File: config.mk
export PLATFORM = sky130hd
export DESIGN_NAME = alu_driver_flat
export DESIGN_NICKNAME = d
export VERILOG_FILES = /design/src/rtl/alu_pkg.sv /design/src/rtl/alu_driver_if.sv /design/src/rtl/alu_rsp_fifo.sv /design/src/rtl/alu_driver.sv /design/src/flat_wrapper.sv
export SDC_FILE = /design/constraint.sdc
export NUM_CORES = 1
export LEC_CHECK = 0
export ABC_AREA = 1
export CELL_PAD_IN_SITES_DETAIL_PLACEMENT = 2
export CELL_PAD_IN_SITES_GLOBAL_PLACEMENT = 2
export CORE_ASPECT_RATIO = 0.9
export CORE_MARGIN = 5
export CORE_UTILIZATION = 36
export CTS_CLUSTER_DIAMETER = 100
export DETAILED_ROUTE_END_ITERATION = 12
export PLACE_DENSITY = 0.83
export SKIP_LAST_GASP = 1
export SYNTH_ARGS = -nofsm -noshare
export SYNTH_HDL_FRONTEND = slang
export SYNTH_HIERARCHICAL = 1
export SYNTH_SLANG_ARGS = --single-unit
File: constraint.sdc
create_clock -name clk -period 6.2 [get_ports clk]
set_input_delay 0.93 -clock clk [delete_from_list [all_inputs] [get_ports clk]]
set_output_delay 0.93 -clock clk [all_outputs]
set_load 0.03 [all_outputs]
File: src/rtl/alu_pkg.sv
// Shared types for the ALU front end: opcode, driver FSM state and default width.
package alu_pkg;

  localparam int DEFAULT_WIDTH = 8;

  typedef logic [1:0] opcode_t;

  typedef enum logic {
    IDLE  = 1'b0,
    DRIVE = 1'b1
  } state_t;

endpackage

File: src/rtl/alu_driver_if.sv
// Command and response handshakes of alu_driver.
// With ALU_DRIVER_ZFLAG_EN defined, the response side also carries rsp_zero.
interface alu_driver_if #(
  parameter int WIDTH = alu_pkg::DEFAULT_WIDTH
) ();
  import alu_pkg::*;

  logic             cmd_valid;
  logic             cmd_ready;
  opcode_t          cmd_opcode;
  logic [WIDTH-1:0] cmd_a;
  logic [WIDTH-1:0] cmd_b;

  logic             rsp_valid;
  logic             rsp_ready;
  logic [WIDTH-1:0] rsp_data;
  opcode_t          rsp_opcode;
`ifdef ALU_DRIVER_ZFLAG_EN
  logic             rsp_zero;

  modport slave (
    input  cmd_valid, cmd_opcode, cmd_a, cmd_b, rsp_ready,
    output cmd_ready, rsp_valid, rsp_data, rsp_opcode, rsp_zero
  );
  modport master (
    output cmd_valid, cmd_opcode, cmd_a, cmd_b, rsp_ready,
    input  cmd_ready, rsp_valid, rsp_data, rsp_opcode, rsp_zero
  );
`else
  modport slave (
    input  cmd_valid, cmd_opcode, cmd_a, cmd_b, rsp_ready,
    output cmd_ready, rsp_valid, rsp_data, rsp_opcode
  );
  modport master (
    output cmd_valid, cmd_opcode, cmd_a, cmd_b, rsp_ready,
    input  cmd_ready, rsp_valid, rsp_data, rsp_opcode
  );
`endif

endinterface

File: src/rtl/alu_rsp_fifo.sv
// Synchronous response FIFO with a registered head word, occupancy count and full/empty.
// A pushed word first appears on head the cycle after the push edge.
module alu_rsp_fifo #(
  parameter int DW    = 10,
  parameter int DEPTH = 4
) (
  input  logic                     clk,
  input  logic                     rst_n,
  input  logic                     push,
  input  logic [DW-1:0]            push_data,
  input  logic                     pop,
  output logic [DW-1:0]            head,
  output logic [$clog2(DEPTH):0]   count,
  output logic                     full,
  output logic                     empty
);

  localparam int AW = $clog2(DEPTH);
  localparam logic [AW:0] FULL_CNT = (AW+1)'(DEPTH);

  logic [DW-1:0] mem [DEPTH];
  logic [AW-1:0] rd_ptr_reg, rd_ptr_next;
  logic [AW-1:0] wr_ptr_reg;
  logic [AW:0]   count_reg, count_next;
  logic [DW-1:0] head_reg, head_next;
  logic          do_push, do_pop;

  assign do_pop  = pop && (count_reg != '0);
  assign do_push = push && (count_reg != FULL_CNT);

  always_comb begin
    rd_ptr_next = rd_ptr_reg + AW'(do_pop);
    count_next  = count_reg + (AW+1)'(do_push) - (AW+1)'(do_pop);
    head_next   = head_reg;
    // The incoming word becomes head when nothing older will remain after this edge.
    if (do_push && ((count_reg == '0) || ((count_reg == (AW+1)'(1)) && do_pop))) begin
      head_next = push_data;
    end else if (do_pop && (count_reg > (AW+1)'(1))) begin
      head_next = mem[rd_ptr_next];
    end
  end

  always_ff @(posedge clk) begin
    if (do_push) begin
      mem[wr_ptr_reg] <= push_data;
    end
  end

  always_ff @(posedge clk or negedge rst_n) begin
    if (!rst_n) begin
      rd_ptr_reg <= '0;
      wr_ptr_reg <= '0;
      count_reg  <= '0;
      head_reg   <= '0;
    end else begin
      rd_ptr_reg <= rd_ptr_next;
      wr_ptr_reg <= wr_ptr_reg + AW'(do_push);
      count_reg  <= count_next;
      head_reg   <= head_next;
    end
  end

  assign head  = head_reg;
  assign count = count_reg;
  assign full  = (count_reg == FULL_CNT);
  assign empty = (count_reg == '0);

endmodule

File: src/rtl/alu_driver.sv
// Clocked initiator for the 2-bit-opcode combinational ALU: registers operands, waits SETTLE
// cycles, then queues {opcode, result}. Optional macro ALU_DRIVER_ZFLAG_EN adds a zero flag.
module alu_driver
  import alu_pkg::*;
#(
  parameter int WIDTH  = DEFAULT_WIDTH,
  parameter int SETTLE = 1,
  parameter int DEPTH  = 4
) (
  input  logic             clk,
  input  logic             rst_n,
  alu_driver_if.slave      bus,
  output opcode_t          alu_opcode,
  output logic [WIDTH-1:0] alu_a,
  output logic [WIDTH-1:0] alu_b,
  input  logic [WIDTH-1:0] alu_out,
  output logic             busy
);

  localparam int AW = $clog2(DEPTH);
  localparam int CW = (SETTLE > 1) ? $clog2(SETTLE) : 1;
`ifdef ALU_DRIVER_ZFLAG_EN
  localparam int DW = WIDTH + 3;
`else
  localparam int DW = WIDTH + 2;
`endif

  state_t           state_reg, state_next;
  logic [CW-1:0]    cnt_reg, cnt_next;
  opcode_t          opcode_reg;
  logic [WIDTH-1:0] a_reg, b_reg;
  logic             cmd_ready_c, busy_c, push_c, accept;
  logic [DW-1:0]    push_data, head;
  logic [AW:0]      fifo_count;
  logic             fifo_full, fifo_empty;

  always_comb begin
    state_next  = state_reg;
    cnt_next    = cnt_reg;
    cmd_ready_c = 1'b0;
    busy_c      = 1'b0;
    push_c      = 1'b0;
    case (state_reg)
      IDLE: begin
        cmd_ready_c = (fifo_count < (AW+1)'(DEPTH));
        if (bus.cmd_valid && cmd_ready_c) begin
          state_next = DRIVE;
          cnt_next   = CW'(SETTLE - 1);
        end
      end
      DRIVE: begin
        busy_c = 1'b1;
        if (cnt_reg == '0) begin
          push_c     = !fifo_full;
          state_next = IDLE;
        end else begin
          cnt_next = cnt_reg - CW'(1);
        end
      end
      default: state_next = IDLE;
    endcase
  end

  assign accept = (state_reg == IDLE) && bus.cmd_valid && cmd_ready_c;

  always_ff @(posedge clk or negedge rst_n) begin
    if (!rst_n) begin
      state_reg  <= IDLE;
      cnt_reg    <= '0;
      opcode_reg <= '0;
      a_reg      <= '0;
      b_reg      <= '0;
    end else begin
      state_reg <= state_next;
      cnt_reg   <= cnt_next;
      if (accept) begin
        opcode_reg <= bus.cmd_opcode;
        a_reg      <= bus.cmd_a;
        b_reg      <= bus.cmd_b;
      end
    end
  end

`ifdef ALU_DRIVER_ZFLAG_EN
  assign push_data = {(alu_out == '0), opcode_reg, alu_out};
`else
  assign push_data = {opcode_reg, alu_out};
`endif

  alu_rsp_fifo #(
    .DW    (DW),
    .DEPTH (DEPTH)
  ) u_rsp_fifo (
    .clk       (clk),
    .rst_n     (rst_n),
    .push      (push_c),
    .push_data (push_data),
    .pop       (bus.rsp_ready),
    .head      (head),
    .count     (fifo_count),
    .full      (fifo_full),
    .empty     (fifo_empty)
  );

  assign bus.cmd_ready  = cmd_ready_c;
  assign bus.rsp_valid  = !fifo_empty;
  assign bus.rsp_data   = head[WIDTH-1:0];
  assign bus.rsp_opcode = head[WIDTH+1:WIDTH];
`ifdef ALU_DRIVER_ZFLAG_EN
  assign bus.rsp_zero   = head[WIDTH+2];
`endif

  assign alu_opcode = opcode_reg;
  assign alu_a      = a_reg;
  assign alu_b      = b_reg;
  assign busy       = busy_c;

endmodule

File: src/flat_wrapper.sv
// flat-port wrapper written by rule: the top's interface ports become plain ports
module alu_driver_flat import alu_pkg::*;
#(
  parameter int WIDTH  = DEFAULT_WIDTH,
  parameter int SETTLE = 1,
  parameter int DEPTH  = 4
)
  (clk, rst_n, alu_opcode, alu_a, alu_b, alu_out, busy, bus_cmd_valid, bus_cmd_opcode, bus_cmd_a, bus_cmd_b, bus_rsp_ready, bus_cmd_ready, bus_rsp_valid, bus_rsp_data, bus_rsp_opcode);
  alu_driver_if #(.WIDTH(WIDTH)) bus_i ();
  input  logic clk;
  input  logic rst_n;
  output opcode_t alu_opcode;
  output logic [WIDTH-1:0] alu_a;
  output logic [WIDTH-1:0] alu_b;
  input  logic [WIDTH-1:0] alu_out;
  output logic busy;
  input wire logic [$bits(bus_i.cmd_valid)-1:0] bus_cmd_valid;
  input wire logic [$bits(bus_i.cmd_opcode)-1:0] bus_cmd_opcode;
  input wire logic [$bits(bus_i.cmd_a)-1:0] bus_cmd_a;
  input wire logic [$bits(bus_i.cmd_b)-1:0] bus_cmd_b;
  input wire logic [$bits(bus_i.rsp_ready)-1:0] bus_rsp_ready;
  output wire logic [$bits(bus_i.cmd_ready)-1:0] bus_cmd_ready;
  output wire logic [$bits(bus_i.rsp_valid)-1:0] bus_rsp_valid;
  output wire logic [$bits(bus_i.rsp_data)-1:0] bus_rsp_data;
  output wire logic [$bits(bus_i.rsp_opcode)-1:0] bus_rsp_opcode;
  assign bus_i.cmd_valid = bus_cmd_valid;
  assign bus_i.cmd_opcode = bus_cmd_opcode;
  assign bus_i.cmd_a = bus_cmd_a;
  assign bus_i.cmd_b = bus_cmd_b;
  assign bus_i.rsp_ready = bus_rsp_ready;
  assign bus_cmd_ready = bus_i.cmd_ready;
  assign bus_rsp_valid = bus_i.rsp_valid;
  assign bus_rsp_data = bus_i.rsp_data;
  assign bus_rsp_opcode = bus_i.rsp_opcode;
  alu_driver #(.WIDTH(WIDTH), .SETTLE(SETTLE), .DEPTH(DEPTH)) u_core (.clk(clk), .rst_n(rst_n), .bus(bus_i), .alu_opcode(alu_opcode), .alu_a(alu_a), .alu_b(alu_b), .alu_out(alu_out), .busy(busy));
endmodule
# Word level (Yosys, flattened, before mapping)
# Memories as Yosys holds them, arrays and structs flattened.
# Cells that the tools add are included.
[totals]
register_bits = 37
ramBits = 40
in_bits = 30
out_inout_bits = 31
elab_cells = 50
n_memories = 1
[classes]
addsub = 5
magnitude_cmp = 2
n_eq_ne = 4
mux = 14
bitwise_logic = 1
n_reduce_logical = 14
[memory_table]
columns = ["memory", "words", "word_bits", "rd", "rd_clocked_by_memory_dff", "wr", "line", "rtl"]
rows = [
  ["u_core.u_rsp_fifo.mem", 4, 10, 1, 0, 1, "alu_rsp_fifo.sv:21", "logic [DW-1:0] mem [DEPTH];"],
]
[ops]
columns = ["op", "n"]
rows = [
  ["2-to-1 mux 10 bit", 2],
  ["2-to-1 mux 1 bit", 10],
  ["logical AND 1 bit", 8],
  ["adder 2 x 1 -> 2 bit", 2],
  ["one-hot mux 1 bit (2 select lines)", 2],
  ["adder 3 x 1 -> 3 bit", 1],
  ["== test 3 x 1 -> 1 bit (second input constant)", 1],
  ["== test 3 bit (second input constant)", 1],
  ["> comparator 3 x 1 -> 1 bit (second input constant)", 1],
  ["zero test 3 bit", 1],
  ["< comparator 3 bit (second input constant)", 1],
  ["inequality test 3 bit (second input constant)", 1],
  ["nonzero test 3 bit", 1],
  ["subtractor 3 x 1 -> 3 bit", 1],
  ["zero test 1 bit", 2],
  ["inequality test 2 x 1 -> 1 bit (second input constant)", 1],
  ["nonzero test 2 bit", 1],
  ["logical OR 1 bit", 1],
  ["inverter 1 bit", 1],
  ["subtractor 1 bit (second input constant)", 1],
]

# Depth between registers and ports, before layout
# Gate-level depths: netlist of run 1.
[logic_depth]
word_depth = 7
mapped_depth = 14
ltp_nobuf = 13

# Modules after synthesis
# Netlist of run 1, hierarchy kept.
[by_module_without_submodules]
columns = ["module", "n_inst", "cells_each", "area_per_inst_um2", "seq_area_each_um2"]
rows = [
  ["alu_rsp_fifo", 1, 245, 2632.5, 1626.6],
  ["alu_driver", 1, 84, 795.8, 475.5],
]

# Worst setup path before layout of run 1
# OpenSTA, ideal clock, no wires.
[synth_timing]
path_type = "input -> register"
from = "in bus_rsp_ready"
to = "reg u_core.u_rsp_fifo.count_reg[2], in the netlist u_core/u_rsp_fifo/count[2]"
setup_ps = 122
t_arrival_ps = 2031
required_time_ps = 6078
path_slack_ps = 4048
path_stages = 8
n_path_buf = 0
path_cell_list = "inv_1 -> nor2_1 -> ha_1 -> inv_1 -> ha_1 -> inv_1 -> fa_1 -> xor2_1"
[synth_via]
elab_chain_cells = 2
[synth_lines]
columns = ["element", "line", "rtl"]
rows = [
  ["start: declaration", "flat_wrapper.sv:21", "input wire logic [$bits(bus_i.rsp_ready)-1:0] bus_rsp_ready;"],
  ["logical AND 1 bit", "alu_rsp_fifo.sv:28", "assign do_pop = pop && (count_reg != '0);"],
  ["subtractor 3 x 1 -> 3 bit", "alu_rsp_fifo.sv:33", "count_next = count_reg + (AW+1)'(do_push) - (AW+1)'(do_pop);"],
  ["named net u_core.u_rsp_fifo.count_next[2]", "alu_rsp_fifo.sv:24", "logic [AW:0] count_reg, count_next;"],
  ["end signal: assignment", "alu_rsp_fifo.sv:58", "count_reg <= count_next;"],
  ["end: declaration", "alu_rsp_fifo.sv:24", ""],
]
# The timed path passes the listed nets, and every way through them passes these cells.
# A chain may end at the register's enable or synchronous reset.

# Worst setup path after layout of run 1
[layout_timing]
from = "in bus_rsp_ready"
to = "reg u_core.u_rsp_fifo.head_reg[5], in the netlist u_core/u_rsp_fifo/head[5]"
[layout_via]
elab_chain_cells = 5
word_cells_on_any_way = 10
cone_classes = "add/sub (1); mux (2); reduce/logical (6); memory (1)"
[layout_lines]
columns = ["element", "line", "rtl"]
rows = [
  ["logical AND 1 bit", "alu_rsp_fifo.sv:28", ""],
  ["adder 2 x 1 -> 2 bit", "alu_rsp_fifo.sv:32", "rd_ptr_next = rd_ptr_reg + AW'(do_pop);"],
  ["named net u_core.u_rsp_fifo.rd_ptr_next[0]", "alu_rsp_fifo.sv:22", "logic [AW-1:0] rd_ptr_reg, rd_ptr_next;"],
  ["memory (4 x 10 bit)", "--", ""],
  ["2-to-1 mux 10 bit", "alu_rsp_fifo.sv:38", "end else if (do_pop && (count_reg > (AW+1)'(1))) begin"],
  ["2-to-1 mux 10 bit", "alu_rsp_fifo.sv:36", "if (do_push && ((count_reg == '0) || ((count_reg == (AW+1)'(1)) && do_pop))) begin"],
  ["end signal: assignment", "alu_rsp_fifo.sv:59", "head_reg <= head_next;"],
  ["end: declaration", "alu_rsp_fifo.sv:25", "logic [DW-1:0] head_reg, head_next;"],
]
# The timed path passes the listed nets, and every way through them passes these cells. The select of a mux whose other input is x is not followed.

==> flow_metrics.tcl, run 1 <==
set metrics [dict create \
    detail_route.drc_violations 0 \
    worst_setup_path_end_kind "flip-flop" \
    total_leakage_power_nw 1.93 \
    netlist_top_cells_area "sky130_fd_sc_hd__edfxtp_1 (35%), sky130_fd_sc_hd__dfrtp_1 (26%), sky130_fd_sc_hd__nand2_1 (14%)" \
    postSynthAreaPerCell_um2 10.4 \
    cts_htree_levels 3 \
    number_of_placement_rows 33 \
    regToRegStartpoint "u_core/u_rsp_fifo/count[1]$_DFF_PN0_" \
    setup_violations 0 \
    critPathCapture "u_core/u_rsp_fifo/head[5]$_DFFE_PN0P_" \
    drt-met1-wl_um 3880 \
    design.portCount 61 \
    yosys_most_used_dff "sky130_fd_sc_hd__edfxtp_1" \
    part_of_the_cycle_the_worst_path_needs_pct 46.6 \
    cts_resized 0 \
    post_synth_inst_count 329 \
    synth_common_cells "sky130_fd_sc_hd__nand2_1 (128), sky130_fd_sc_hd__edfxtp_1 (40), sky130_fd_sc_hd__dfrtp_1 (36)" \
    globalplace.congestion 0.703 \
    worst_setup_hold_path_clk_slew_ns 0.08 \
    status "complete, no violations" \
    grt_antenna_before_repair 0 \
    cts_hold_buf 0 \
    cellPowerDensity_mw_per_mm2 521 \
    worst-path-max-fanout 22 \
    met3WireLength_um 545 \
    finalCriticalPeriod_ns 2.89 \
    drt-initial-drc-count 38 \
    firstDrtPassIters 4 \
    number_of_buffers_on_the_longest_clock_path 2 \
    grt_start_max_net_pins 37 \
    syn_nets 366 \
    synth-async-reset-ratio_pct 47.4 \
    unrepaired_setup_endpoints_after_global_routing "false" \
    number_of_max_cap_violations 0 \
    critical_path.slowest_cell "sky130_fd_sc_hd__ha_1" \
    setup.worst_path.class "in2reg" \
    synth_area_mm2 0.00343 \
    crit_path_frequent_cell "sky130_fd_sc_hd__nor2_1" \
    synth-edff-count 40 \
    cts_tree "yes" \
    tritoncts_num_sinks 76 \
    synth.top_cell.area_share_pct 35.0 \
    worstPathCellList "clkdlybuf4s50_1 > inv_1 > nor2_1 > ha_1 > inv_2 > nor2_1 > o21ai_0 > nand3_1 > nand3_2" \
    dieArea_mm2 0.0116 \
    die-height_um 103 \
    setup-tns-final_ns 0 \
    via_per_inst 4.91 \
    max_stage_delay_ns 0.76 \
    numPortBuffers 60 \
    synth.lib_cells_used.distinct 23 \
    grt_pass1_vias 2866 \
    setup.worst_path.start_class "input port" \
    final_max_slew_viol_count 0 \
    synth.yosys.warnings 6 \
    clock_latency_ns 0.35 \
    synth_most_common_cell "sky130_fd_sc_hd__nand2_1" \
    worst_vdd_ir_uv 208 \
    cts_post_setup_buffers_inserted 0 \
    met2WireLength_um 4610 \
    drt-total-wl_um 9120 \
    global_route_total_usage_across_every_layer_pct 17.1 \
    detail_route.wl_per_cell_um 17.6 \
    cp_num_cells 9 \
    chipWidth_um 113 \
    ff2ff_path_depth 10 \
    ant_nets 0 \
    worst_setup_slack_after_layout_ns 3.31 \
    topRoutingLayerUsed "met4" \
    hold_path_class "reg2reg" \
    maximum_clock_skew_at_final_layout_ns 0.0140 \
    drive_above_1_share_pct 12.6 \
    path_delay_family "buffers and inverters" \
    worst_slew_margin_rel_pct 34.2 \
    fmax_mhz 346 \
    arrival_ns 3.12 \
    initial_utilization_pct 37.2 \
    rr_endpoint "u_core/u_rsp_fifo/head[5]$_DFFE_PN0P_" \
    critical_path_buf_inv_count 3 \
    final_core_utilization_pct 46.2 \
    cell_chosen_for_the_clock_root "sky130_fd_sc_hd__clkbuf_8" \
    vias 2541 \
    start_point_of_the_critical_path "bus_rsp_ready" \
    globalRoute.totalOverflow 0 \
    grt_pass1_wl_um 15200 \
    timing_hold_violations_final 0 \
    preCtsSetupSlack_ns 2.90 \
    design_power_total_w 0.00222 \
    cts_inserted_buffers 9 \
    largest_register_ffs 40 \
    worst_slew_pin_slew_ns 0.980 \
    area_growth_pct 24.1 \
    hpwl_after_detailed_placement_um 6350 \
    synth_seq_cells 76 \
    core_area_mm2 0.00921 \
    design.final.nets 428 \
    flop_to_flop_setup_slack_ns 3.56 \
    seq_area_frac_synth_pct 61.3 \
    synth_top_cell_by_area "sky130_fd_sc_hd__edfxtp_1" \
    worst_ep_required_time_ns 6.43 \
    insertedDiodeCount 0 \
]
-- metrics by stage --
step / hold slack (ns) / area [µm²] / instances
2_1_floorplan: 0.485 / 3430 / 329
5_1_grt: 0.509 / 4250 / 518
4_1_cts: 0.482 / 4250 / 518
3_5_place_dp: 0.464 / 4070 / 502
6_report: 0.481 / 4250 / 518
3_3_place_gp: 0.452 / 4070 / 502
-- area by class of cell --
class	instances	area (µm²)
fill	965	4950
clock buffer	13	170
inverter	23	88.8
sequential	76	2100
tap	122	153
multi-input combinational	216	1090
timing repair buffer	65	633
clock inverter	3	17.5
-- how the worst min path moves through the flow --
| stage | start | end | depth (start not counted) |
|---|---|---|---|
| after floorplan | u_core/u_rsp_fifo/wr_ptr_reg[1]$_DFF_PN0_ | u_core/u_rsp_fifo/wr_ptr_reg[1]$_DFF_PN0_ | 1 |
| after global placement | u_core/alu_b[5]$_DFFE_PN0P_ | u_core/alu_b[5]$_DFFE_PN0P_ | 2 |
| after detailed placement | u_core/alu_b[3]$_DFFE_PN0P_ | u_core/alu_b[3]$_DFFE_PN0P_ | 2 |
| after CTS | u_core/alu_b[3]$_DFFE_PN0P_ | u_core/alu_b[3]$_DFFE_PN0P_ | 2 |
| after global routing | u_core/alu_b[2]$_DFFE_PN0P_ | u_core/alu_b[2]$_DFFE_PN0P_ | 2 |
| final | u_core/alu_b[3]$_DFFE_PN0P_ | u_core/alu_b[3]$_DFFE_PN0P_ | 2 |
-- worst min-delay path: stages (launching register included) --
cell                      delay [ns]
sky130_fd_sc_hd__dfrtp_1        0.35
sky130_fd_sc_hd__nand2_1        0.05
sky130_fd_sc_hd__nand2_1        0.04
-- kinds of logic (layout without fill, tap and decap cells) --
logic type               Yosys count  count (layout)  share of synthesized area (%)
AND/OR/NAND/NOR                  202             202                           27.8
flip-flops                        76              76                           61.3
buffers and inverters             37             104                           6.90
adder cells (fa/ha/maj)            7               7                           2.77
AO/OA/AOI/OAI                      5               5                          0.730
XOR/XNOR                           2               2                          0.511
-- report_power, final --
| part | leakage, nW | internal (W) | switching [W] |
|---|---|---|---|
| sequential | 0.806 | 0.000690 | 0.000103 |
| clock | 0.0994 | 0.000181 | 0.000180 |
| combinational | 1.03 | 0.000370 | 0.000694 |
-- routing by layer --
layer | global-route usage [%] | vias to the layer above
met3 | 5.99 | 10
met1 | 20.0 | 1284
met4 | 4.44 | 0
li1 | - | 1187
met5 | 0 | -
met2 | 30.3 | 60
-- layout by cell type, fill, tap and decap left out, drive strengths merged --
master and instances:
buf 6, clkbuf 13, clkdlybuf4s50 59, clkinv 2
dfrtp 36, edfxtp 40, fa 1, ha 6
inv 24, nand2 132, nand3 51, nor2 15
nor3 4, o21ai 5, xor2 2
No activity file was read; power rests on OpenSTA's default activity.
==> run 2, diff against run 1 <==
--- a/config.mk
+++ b/config.mk
@@ -10,10 +10,10 @@
 export CELL_PAD_IN_SITES_GLOBAL_PLACEMENT = 2
 export CORE_ASPECT_RATIO = 0.9
 export CORE_MARGIN = 5
-export CORE_UTILIZATION = 36
+export CORE_UTILIZATION = 30
 export CTS_CLUSTER_DIAMETER = 100
 export DETAILED_ROUTE_END_ITERATION = 12
-export PLACE_DENSITY = 0.83
+export PLACE_DENSITY = 0.73
 export SKIP_LAST_GASP = 1
 export SYNTH_ARGS = -nofsm -noshare
 export SYNTH_HDL_FRONTEND = slang
==> constraint.sdc (replaced) <==
create_clock -name clk -period 2.5 [get_ports clk]
set_input_delay 0.375 -clock clk [delete_from_list [all_inputs] [get_ports clk]]
set_output_delay 0.375 -clock clk [all_outputs]
set_load 0.03 [all_outputs]
==> flow_metrics.tcl, run 2 (synthesis results as in run 1) <==
set metrics [dict create \
    worst_vdd_ir_uv 473 \
    arrival_ns 1.82 \
    final_core_utilization_pct 39.3 \
    detail_route.drc_violations 0 \
    number_of_buffers_on_the_longest_clock_path 2 \
    worst-path-max-fanout 4 \
    setup.worst_path.class "reg2out" \
    cell_chosen_for_the_clock_root "sky130_fd_sc_hd__clkbuf_16" \
    layout.cells.most_common_list "sky130_fd_sc_hd__nand2_1 (128), sky130_fd_sc_hd__clkdlybuf4s50_1 (59), sky130_fd_sc_hd__edfxtp_1 (40)" \
    hold_path_class "in2async" \
    fmax_mhz 455 \
    finalCriticalPeriod_ns 2.20 \
    vias 2509 \
    clock_latency_ns 0.34 \
    numPlacedInstances 539 \
    timing_hold_violations_final 0 \
    core_area_mm2 0.0113 \
    fraction_of_power_consumed_by_sequential_logic_pct 32.7 \
    ant_nets 0 \
    multi_input_comb_area_mm2 0.00109 \
    maximum_clock_skew_at_final_layout_ns 0.0109 \
    finalNonFillerCells 555 \
    part_of_the_cycle_the_worst_path_needs_pct 87.9 \
    cts_inserted_buffers 9 \
    cellPowerDensity_mw_per_mm2 1350 \
    setup-tns-final_ns 0 \
    final_max_slew_viol_count 0 \
    worst_setup_path_end_kind "output pin" \
    chipWidth_um 123 \
    drt-initial-drc-count 151 \
    firstDrtPassIters 4 \
    drt-total-wl_um 9250 \
    cts_resized 0 \
    largest_register_ffs 40 \
    number_of_placement_rows 37 \
    unrepaired_setup_endpoints_after_global_routing "false" \
    power.switching_fraction_pct 42.5 \
    power.switching_w 0.00255 \
    grt_pass1_wl_um 15600 \
    grt_antenna_before_repair 0 \
    worst_slew_margin_rel_pct 38.8 \
    cts_htree_levels 3 \
    final_common_cell "sky130_fd_sc_hd__nand2_1" \
    numPortBuffers 60 \
    global_route_total_usage_across_every_layer_pct 15.1 \
    int_pwr_w 0.00345 \
    share_comb_of_total_power_pct 44.4 \
    cts_hold_buf 0 \
    setup_violations 0 \
    via_per_inst 4.52 \
    setup.worst_path.start_class "flip-flop" \
    globalRoute.totalOverflow 0 \
    hpwl_after_detailed_placement_um 6270 \
    worst_slew_pin_slew_ns 0.918 \
    globalplace.congestion 0.699 \
    area_growth_pct 29.6 \
    cts_tree "yes" \
    worst_ep_required_time_ns 2.12 \
    status "complete, no violations" \
    detail_route.wl_per_cell_um 16.7 \
    seqCellArea_mm2 0.00210 \
    design.portCount 61 \
    worst_setup_hold_path_clk_slew_ns 0.07 \
    insertedDiodeCount 0 \
    clock_power_share_pct 22.9 \
    number_of_max_cap_violations 0 \
    die-height_um 111 \
    grt_pass1_vias 2937 \
    tritoncts_num_sinks 76 \
    fill_cells 1241 \
    initial_utilization_pct 30.4 \
    dieArea_mm2 0.0137 \
    grt_start_max_net_pins 37 \
    drive_above_1_share_pct 13.8 \
    total_leakage_power_nw 2.00 \
    design.final.nets 431 \
    cts_post_setup_buffers_inserted 0 \
]
## run 2: stage by stage
step / instance area, µm² / setup slack (ns) / hold slack [ns] / power (W)
after CTS: 4440 / 0.258 / 0.195 / 0.00613
after detailed placement: 4130 / 0.225 / 0.462 / 0.00469
after global placement: 4130 / 0.289 / 0.454 / 0.00457
after global routing: 4440 / 0.0757 / 0.225 / 0.00647
final: 4440 / 0.301 / 0.167 / 0.00600
after floorplan: 3430 / 0.511 / 0.0794 / 0.00376
## run 2: area by class of cell
type	instances	share of cell area [%]
inverters	23	2.00
repair buffers	68	14.8
well taps	156	4.39
flip-flops and latches	76	47.3
clock buffers	9	5.07
multi-input cells	216	24.5
clock inverters	7	1.97
## run 2: final timing paths
| check | startpoint | to | slack [ns] | cells past startpoint |
|---|---|---|---|---|
| worst max-delay path | u_core/u_rsp_fifo/count[1]$_DFF_PN0_ | bus_rsp_valid | 0.30 | 5 |
| worst min-delay path | rst_n | u_core/u_rsp_fifo/head[3]$_DFFE_PN0P_ | 0.17 | 1 |
| worst max register to register | u_core/u_rsp_fifo/count[1]$_DFF_PN0_ | u_core/u_rsp_fifo/head[8]$_DFFE_PN0P_ | 0.32 | 13 |
| worst min register to register | u_core/alu_a[6]$_DFFE_PN0P_ | u_core/alu_a[6]$_DFFE_PN0P_ | 0.47 | 2 |
| max in group asynchronous | rst_n | u_core/alu_opcode[1]$_DFFE_PN0P_ | 1.76 | 1 |
| min in group clk | u_core/alu_a[6]$_DFFE_PN0P_ | u_core/alu_a[6]$_DFFE_PN0P_ | 0.47 | 2 |
## run 2: power by group through the flow
stage                     Sequential (W)  Combinational, W  Clock (W)
final                            0.00196           0.00266    0.00138
after detailed placement         0.00198           0.00271          0
after global placement           0.00196           0.00261          0
after CTS                        0.00197           0.00274    0.00142
after global routing             0.00202           0.00296    0.00148
after floorplan                  0.00236           0.00139          0
## run 2: metal layers
layer  global-route usage [%]  vias up  wire (µm)
li1                         -     1193          -
met1                     17.9     1250       3930
met4                     5.15        0        129
met2                     24.7       58       4550
met3                     6.09        8        655
met5                        0        -          0
## run 2: critical path, stage by stage (launching register included)
cell	delay, ns
sky130_fd_sc_hd__dfrtp_1	0.43
sky130_fd_sc_hd__inv_1	0.12
sky130_fd_sc_hd__nand2_1	0.09
sky130_fd_sc_hd__nor2_1	0.19
sky130_fd_sc_hd__inv_1	0.06
sky130_fd_sc_hd__clkdlybuf4s50_1	0.59
